$ cat src/rtl/pms_loader.sv
// pms_loader: boot-time program loader.
// Assembles big-endian words from a byte stream, writes them to program
// memory port 2 and verifies an XOR checksum before releasing the CPU.
//
// state     | meaning
// ----------+---------------------------------------------------------
// LEN_HI    | waiting for the high byte of the word count
// LEN_LO    | waiting for the low byte of the word count
// DATA_HI   | waiting for the high byte of word k
// DATA_LO   | waiting for the low byte of word k
// WRITE     | one-cycle memory write of word k, no byte accepted
// CHECK     | waiting for the checksum byte
// DONE      | load finished (good or bad), waiting for rearm
module pms_loader #(
  parameter logic [15:0] BASE_ADDR = 16'h0000,
  parameter int          MAX_WORDS = 1024
) (
  input  logic        clk,
  input  logic        rst_n,
  input  logic        in_valid,
  input  logic [7:0]  in_data,
  output logic        in_ready,
  input  logic        rearm,
  output logic        Memsrc,
  output logic        MemW2,
  output logic [15:0] a2_1,
  output logic [15:0] write2,
  output logic        busy,
  output logic        done,
  output logic        err,
  output logic        cpu_hold
);

  localparam logic [2:0] S_LEN_HI  = 3'd0;
  localparam logic [2:0] S_LEN_LO  = 3'd1;
  localparam logic [2:0] S_DATA_HI = 3'd2;
  localparam logic [2:0] S_DATA_LO = 3'd3;
  localparam logic [2:0] S_WRITE   = 3'd4;
  localparam logic [2:0] S_CHECK   = 3'd5;
  localparam logic [2:0] S_DONE    = 3'd6;

  // One extra bit so the length compare never truncates MAX_WORDS.
  localparam logic [16:0] MAX_W = 17'(MAX_WORDS);

  logic [2:0]  state_q, state_d;
  logic [15:0] len_q, len_d;
  logic [15:0] k_q, k_d;
  logic [7:0]  acc_q, acc_d;
  logic [7:0]  hi_q, hi_d;
  logic        memsrc_q, memsrc_d;
  logic        memw2_q, memw2_d;
  logic [15:0] a2_1_q, a2_1_d;
  logic [15:0] write2_q, write2_d;
  logic        busy_q, busy_d;
  logic        done_q, done_d;
  logic        err_q, err_d;
  logic        cpu_hold_q, cpu_hold_d;
  logic        accept;
  logic [15:0] len_new;

  // Byte acceptance is decoded straight from state so backpressure is immediate.
  always_comb begin
    in_ready = (state_q == S_LEN_HI) || (state_q == S_LEN_LO) ||
               (state_q == S_DATA_HI) || (state_q == S_DATA_LO) ||
               (state_q == S_CHECK);
    accept   = in_valid && in_ready;
  end

  // Next-state and registered-output computation.
  always_comb begin
    state_d  = state_q;
    len_d    = len_q;
    k_d      = k_q;
    acc_d    = acc_q;
    hi_d     = hi_q;
    memsrc_d = 1'b0;
    memw2_d  = 1'b0;
    a2_1_d   = a2_1_q;
    write2_d = write2_q;
    err_d    = err_q;
    len_new  = {len_q[15:8], in_data};

    case (state_q)
      S_LEN_HI: begin
        if (accept) begin
          len_d   = {in_data, len_q[7:0]};
          state_d = S_LEN_LO;
        end
      end
      S_LEN_LO: begin
        if (accept) begin
          len_d = len_new;
          if ({1'b0, len_new} > MAX_W) begin
            err_d   = 1'b1;
            state_d = S_DONE;
          end else if (len_new == 16'h0000) begin
            state_d = S_CHECK;
          end else begin
            state_d = S_DATA_HI;
          end
        end
      end
      S_DATA_HI: begin
        if (accept) begin
          hi_d    = in_data;
          acc_d   = acc_q ^ in_data;
          state_d = S_DATA_LO;
        end
      end
      S_DATA_LO: begin
        if (accept) begin
          acc_d    = acc_q ^ in_data;
          write2_d = {hi_q, in_data};
          a2_1_d   = BASE_ADDR + k_q;
          memsrc_d = 1'b1;
          memw2_d  = 1'b1;
          state_d  = S_WRITE;
        end
      end
      S_WRITE: begin
        k_d     = k_q + 16'd1;
        state_d = ((k_q + 16'd1) == len_q) ? S_CHECK : S_DATA_HI;
      end
      S_CHECK: begin
        if (accept) begin
          err_d   = (in_data != acc_q);
          state_d = S_DONE;
        end
      end
      S_DONE: begin
        if (rearm) begin
          k_d     = 16'h0000;
          acc_d   = 8'h00;
          err_d   = 1'b0;
          state_d = S_LEN_HI;
        end
      end
      default: state_d = S_LEN_HI;
    endcase

    // LEN_HI is only ever occupied before its byte is taken, so it is never busy.
    busy_d     = !((state_d == S_LEN_HI) || (state_d == S_DONE));
    done_d     = (state_d == S_DONE);
    cpu_hold_d = !((state_d == S_DONE) && !err_d);
  end

  // State and output registers; reset aborts any load and drops the write strobe.
  always_ff @(posedge clk or negedge rst_n) begin
    if (!rst_n) begin
      state_q    <= S_LEN_HI;
      len_q      <= 16'h0000;
      k_q        <= 16'h0000;
      acc_q      <= 8'h00;
      hi_q       <= 8'h00;
      memsrc_q   <= 1'b0;
      memw2_q    <= 1'b0;
      a2_1_q     <= 16'h0000;
      write2_q   <= 16'h0000;
      busy_q     <= 1'b0;
      done_q     <= 1'b0;
      err_q      <= 1'b0;
      cpu_hold_q <= 1'b1;
    end else begin
      state_q    <= state_d;
      len_q      <= len_d;
      k_q        <= k_d;
      acc_q      <= acc_d;
      hi_q       <= hi_d;
      memsrc_q   <= memsrc_d;
      memw2_q    <= memw2_d;
      a2_1_q     <= a2_1_d;
      write2_q   <= write2_d;
      busy_q     <= busy_d;
      done_q     <= done_d;
      err_q      <= err_d;
      cpu_hold_q <= cpu_hold_d;
    end
  end

  assign Memsrc   = memsrc_q;
  assign MemW2    = memw2_q;
  assign a2_1     = a2_1_q;
  assign write2   = write2_q;
  assign busy     = busy_q;
  assign done     = done_q;
  assign err      = err_q;
  assign cpu_hold = cpu_hold_q;

endmodule

$ cat config.mk
export PLATFORM = sky130hd
export DESIGN_NAME = pms_loader
export DESIGN_NICKNAME = d
export VERILOG_FILES = /design/src/rtl/pms_loader.sv
export SDC_FILE = /design/constraint.sdc
export NUM_CORES = 1
export LEC_CHECK = 0
export CAP_MARGIN = 20
export CORE_MARGIN = 2
export CORE_UTILIZATION = 58
export CTS_BUF_LIST = sky130_fd_sc_hd__clkbuf_2
export DETAILED_ROUTE_END_ITERATION = 10
export GPL_ROUTABILITY_DRIVEN = 0
export MAX_ROUTING_LAYER = met4
export PLACE_DENSITY = 0.82
export SYNTH_ARGS = -nofsm -noshare
export SYNTH_HDL_FRONTEND = slang
export SYNTH_SLANG_ARGS = --single-unit
$ cat constraint.sdc
create_clock -name clk -period 3.2 [get_ports clk]
set_clock_uncertainty 0.1 [all_clocks]
set_input_delay 0.48 -clock clk [delete_from_list [all_inputs] [get_ports clk]]
set_output_delay 0.48 -clock clk [all_outputs]
set_load 0.05 [all_outputs]
### After elaboration in Yosys (flattened, before gate mapping)

Index checks and enable logic that the tools add are counted.

| word-level totals | value |
|---|---|
| output and inout bits | 39 |
| flip-flop bits (word level) | 88 |
| ROM bits | 0 |
| bits in latches | 0 |
| memories | 0 |
| bits in writable memories | 0 |

| cells by class | value |
|---|---|
| add/subtract/negate cells | 1 |
| shift-type cells | 0 |
| bitwise logic cells | 3 |
| eq/ne operators | 11 |
| order comparisons | 1 |
| reductions and logical operators | 22 |
| multipliers | 0 |
| divide/modulo/power cells | 0 |
| multiplexer cells | 25 |

Operator list:

| operator | number |
|---|---|
| 16-bit case mux with 2 select lines | 2 |
| 16-bit two-way mux | 2 |
| 3-bit two-way mux | 9 |
| 8-bit two-way mux | 3 |
| 3-bit case mux with 7 select lines | 1 |
| 16-bit by 1-bit adder with 16-bit output (second input constant) | 1 |
| 16-bit equality test | 1 |
| 16-bit by 11-bit greater-than comparator with 1-bit output (second input constant) | 1 |
| 16-bit zero test | 1 |
| 8-bit case mux with 2 select lines | 1 |
| 3-bit equality test (second input constant) | 4 |
| 3-bit AND reduction | 3 |
| 8-bit != test | 1 |
| 8-bit bitwise XOR | 1 |
| 3-bit by 2-bit equality test with 1-bit output (second input constant) | 2 |
| 3-bit zero test | 2 |
| 1-bit two-way mux | 6 |
| 2-bit AND reduction | 3 |
| 1-bit logical OR | 5 |
| 2-bit nonzero test | 2 |
| 3-bit by 1-bit equality test with 1-bit output (second input constant) | 1 |
| 1-bit zero test | 3 |
| 1-bit case mux with 3 select lines | 1 |
| 1-bit logical AND | 2 |
| other kinds (4) | 5 |

### Depth between registers and ports, before layout

| logic depth | value |
|---|---|
| depth after elaboration | 11 |
| depth in mapped cells | 8 |
| mapped depth without buffers | 7 |

### Worst setup path after synthesis

OpenSTA, ideal clock, no wires.

| path | value |
|---|---|
| path kind | register -> register |
| start | register k_q[0] |
| end | register state_q[1] |
| arrival time | 2.119 ns |
| library setup time | 0.121 ns |
| period minus slack after synthesis | 2.340 ns |
| path slack | 0.860 ns |
| cell stages (with the launch flop) | 8 |
| cells stage by stage | dfrtp_1 ha_1 nand3_4 nor4_4 or3b_1 nand4_1 or4_1 o22a_1 |

| on the way | value |
|---|---|
| longest elaborated chain between the ends | 4 |

RTL lines:

| element | line | source |
|---|---|---|
| start, declared | 47 | `logic [15:0] k_q, k_d;` |
| start signal, assigned | 166 | `k_q <= k_d;` |
| 16-bit by 1-bit adder with 16-bit output | 122 | `state_d = ((k_q + 16'd1) == len_q) ? S_CHECK : S_DATA_HI;` |
| 16-bit equality test | 122 |  |
| 3-bit two-way mux | 122 |  |
| 3-bit case mux with 7 select lines | 83 | `case (state_q)` |
| net state_d[1] | 45 | `logic [2:0] state_q, state_d;` |
| end signal, assigned | 164 | `state_q <= state_d;` |
| end, declared | 45 |  |

The timed path passes the listed nets, and every way through them passes these cells.
A chain may end at the register's enable or synchronous reset.

### Worst setup path after layout

| path | value |
|---|---|
| start | register state_q[0] |
| end | output in_ready |

| on the way | value |
|---|---|
| longest elaborated chain between the ends | 5 |
| elaborated cells on any way between the ends | 9 |
| classes of those cells | eq/ne (4); reduce/logical (5) |

RTL lines:

| element | line | source |
|---|---|---|
| 3-bit by 1-bit equality test with 1-bit output / 3-bit zero test (equally long branches) | 63 | `in_ready = (state_q == S_LEN_HI) \|\| (state_q == S_LEN_LO) \|\|` |
| 1-bit logical OR (2 in a row) | 63 |  |
| 1-bit logical OR | 64 | `(state_q == S_DATA_HI) \|\| (state_q == S_DATA_LO) \|\|` |
| 1-bit logical OR (*) | 64 |  |
| end, declared | 22 | `output logic in_ready,` |

Every way passes the cells marked *; elsewhere a longest branch is shown, timed or not.

==> impl_metrics.json <==
{
  "status": "complete, no violations",
  "tightestPinTransition_ns": 0.7852,
  "synth_edf_count": 0,
  "port-buffer-count": 50,
  "synth_flop_cell": "dfrtp_1",
  "power_density_nw_per_um2": 1033,
  "switching_power_w": 0.002520,
  "instances_no_fill": 585,
  "worst_path_max_delay_cell": "clkdlybuf4s50_1",
  "critPathArrivalTime_ns": 2.35,
  "synth_top_area_share_pct": 48.05,
  "rows": 32,
  "finalSetupViolations": 0,
  "synth.distinct_cells": 60,
  "nets": 492,
  "cts.path.max_buffers": 2,
  "vias": 3583,
  "grt_pass1_vias": 3569,
  "drc": 0,
  "syn_area_um2": 4531,
  "ys_ff_latch": 88,
  "cts_buffers": 9,
  "design_area_um2": 5207,
  "grt_use_total_pct": 27.70,
  "initial_core_util_pct": 59.24,
  "viasPerCell": 6.125,
  "relSlewSlack_pct": 47.54,
  "clock_sinks": 88,
  "wl_mm": 10.75,
  "ys_seq_area_share_pct": 48.63,
  "drt-pass1-iter-count": 5,
  "fin_crit_sh_pct": 91.55,
  "cts_setup_buffers": 0,
  "grt_overflow_total": 0,
  "setup.worst_path.start_class": "flip-flop",
  "crit_fanout": 13,
  "path_clk_slew_ns": 0.24,
  "core_area_um2": 7647,
  "grt_max_degree": 89,
  "fin_tns_setup_ns": 0,
  "hold_violations": 0,
  "critPathMaxStageDelay_ns": 0.80,
  "switching_share_pct": 46.84,
  "antenna_left": 0,
  "yosys-top-cells-area": "dfrtp_1 48%, mux2_2 11%, o21ai_0 5.1%",
  "antenna_cells": 0,
  "cts_max_level": 3,
  "antenna_found_initial": 0,
  "yosysTopAreaCell": "dfrtp_1",
  "worst-setup-path-type": "reg -> out",
  "synthesis.instances": 435,
  "ys.warnings.count": 0,
  "syn_nets": 448,
  "fp.dieArea_um2": 8534,
  "area_growth_pct": 14.94,
  "cp_num_buf_inv": 1,
  "layout_min_cycle_time_ns": 2.930,
  "fmax_mhz": 341.3,
  "post-route-util_pct": 68.10,
  "dpl.cell_count": 568,
  "grt_setup_unrepaired": "no",
  "wl_per_cell_um": 18.38,
  "clkLatencyLatePin_ns": 0.53,
  "p_int_w": 0.002860,
  "place_area_um2": 5065,
  "pwr-share-comb_pct": 48.9,
  "maxCapViolations": 0,
  "root_buffer": "clkbuf_2",
  "drv_slew": 0,
  "synth_most_common_cell": "dfrtp_1",
  "cts_tree": "built",
  "die_height_um": 92.38,
  "grt_pass1_wl_mm": 17.95,
  "drt_iter0_markers": 171,
  "die_w_um": 92.38,
  "cp_cell_sequence": "nor2b_1 -> nand2b_1 -> clkdlybuf4s50_1",
  "pin_count": 51,
  "avgSynthCellArea_um2": 10.42,
  "critPathTopFamily": "buffers and inverters",
  "cp-end-kind": "output port",
  "p_leak_nw": 2.162,
  "ir_drop_mv": 0.6111,
  "critical_path_required_ns": 2.62,
  "synth_commonest_cells": "87 x dfrtp_1, 46 x nand2_1, 46 x o21ai_0, 45 x mux2_2, 25 x nor2_1",
  "clock_power_share_pct": 10.1,
  "drive_gt1_share_pct": 18.01,
  "hp-class": "in -> async",
  "synth-async-reset-ratio_pct": 100.0,
  "p_seq_share_pct": 41.1,
  "hpwl_mm": 7.499
}
-- routing by layer --
metal | vias up | global-route usage [%] | wire length [um] | share of wire [%]
met5 | - | - | 0 | 0
met4 | 0 | 12.31 | 352 | 3.3
met3 | 29 | 4.231 | 737 | 6.9
met2 | 169 | 44.04 | 5302 | 49
met1 | 1757 | 35.53 | 4361 | 41
li1 | 1628 | - | - | -
-- area by class of cell --
type / count / area, um2
clock buffers: 9 / 45.04
clock inverters: 6 / 60.06
flip-flops and latches: 88 / 2203
multi-input cells: 307 / 2097
inverters: 5 / 18.77
well taps: 102 / 127.6
repair buffers: 68 / 655.6
fillers: 551 / 2440
-- worst reg2reg max path, delay by kind of cell, from the launching register on --
kind	cells	cell delay, ns
xor gates and xnor gates	1	0.10
AOI/OAI and AO/OA	1	0.18
and+or+nand+nor	4	1.38
DFF	1	0.53
adders and majority gates	1	0.34
-- cell families after synthesis --
family                     count (synthesis)  share of synthesized area, %
buffers and inverters                     40                         5.081
AOI/OAI and AO/OA                         84                         10.96
xor gates and xnor gates                  30                         5.800
muxes                                     45                         11.18
adders and majority gates                  1                        0.2761
DFF                                       88                         48.63
and+or+nand+nor                          147                         18.06
-- through the flow --
step | total power [W] | setup slack (ns) | hold WS (ns)
4_1_cts | 0.005375 | 0.2591 | 0.04648
2_1_floorplan | 0.004042 | 0.8602 | 0.08441
6_report | 0.005380 | 0.2704 | 0.2666
3_3_place_gp | 0.004708 | 0.4180 | 0.3570
5_1_grt | 0.005690 | 0.1135 | 0.2685
3_5_place_dp | 0.004835 | 0.3187 | 0.3656
-- power groups by stage --
stage	Clock (W)	Sequential [W]	Combinational, W
after global routing	0.000597	0.00228	0.00281
after floorplan	0	0.00263	0.00141
final	0.000542	0.00221	0.00263
after global placement	0	0.00218	0.00253
after detailed placement	0	0.00223	0.00261
after CTS	0.000554	0.00220	0.00262
-- layout by cell type, fill, tap and decap left out, types with 7 or more instances in the layout --
| cell | n |
|---|---|
| nand2_1 | 46 |
| xor2_1 | 15 |
| nand3_1 | 18 |
| a21oi_1 | 10 |
| dfrtp_1 | 87 |
| nor3_1 | 7 |
| buf_4 | 17 |
| xnor2_1 | 15 |
| clkbuf_2 | 9 |
| clkdlybuf4s50_1 | 49 |
| nor4_1 | 9 |
| nor2_1 | 25 |
| mux2_2 | 45 |
| o21ai_0 | 46 |
-- path summary, 6_finish.rpt --
| path | startpoint | to | slack, ns | cells after the start |
|---|---|---|---|---|
| max in group asynchronous | rst_n | len_q[10] | 2.09 | 3 |
| max reg2reg | k_q[0] | state_q[1] | 0.47 | 7 |
| max | state_q[0] | in_ready | 0.27 | 3 |
| min in group clk | hi_q[0] | write2[8] | 0.40 | 2 |
| min | rst_n | a2_1[9] | 0.27 | 2 |
| min reg2reg | hi_q[0] | write2[8] | 0.40 | 2 |
-- state kept, by name, indices dropped and copies added, names as in the netlist --
signal and cells:
k_q 16, err 1, state_q 3, done 1, a2_1 16, hi_q 8, acc_q 8, write2 16
busy 1, len_q 16, MemW2 1, cpu_hold 1
-- timing repair --
action | CTS | global route
hold endpoints to repair | 0 | 27
hold buffers | 0 | 1
resized for setup | 0 | 0
(Power assumes the default switching activity.)
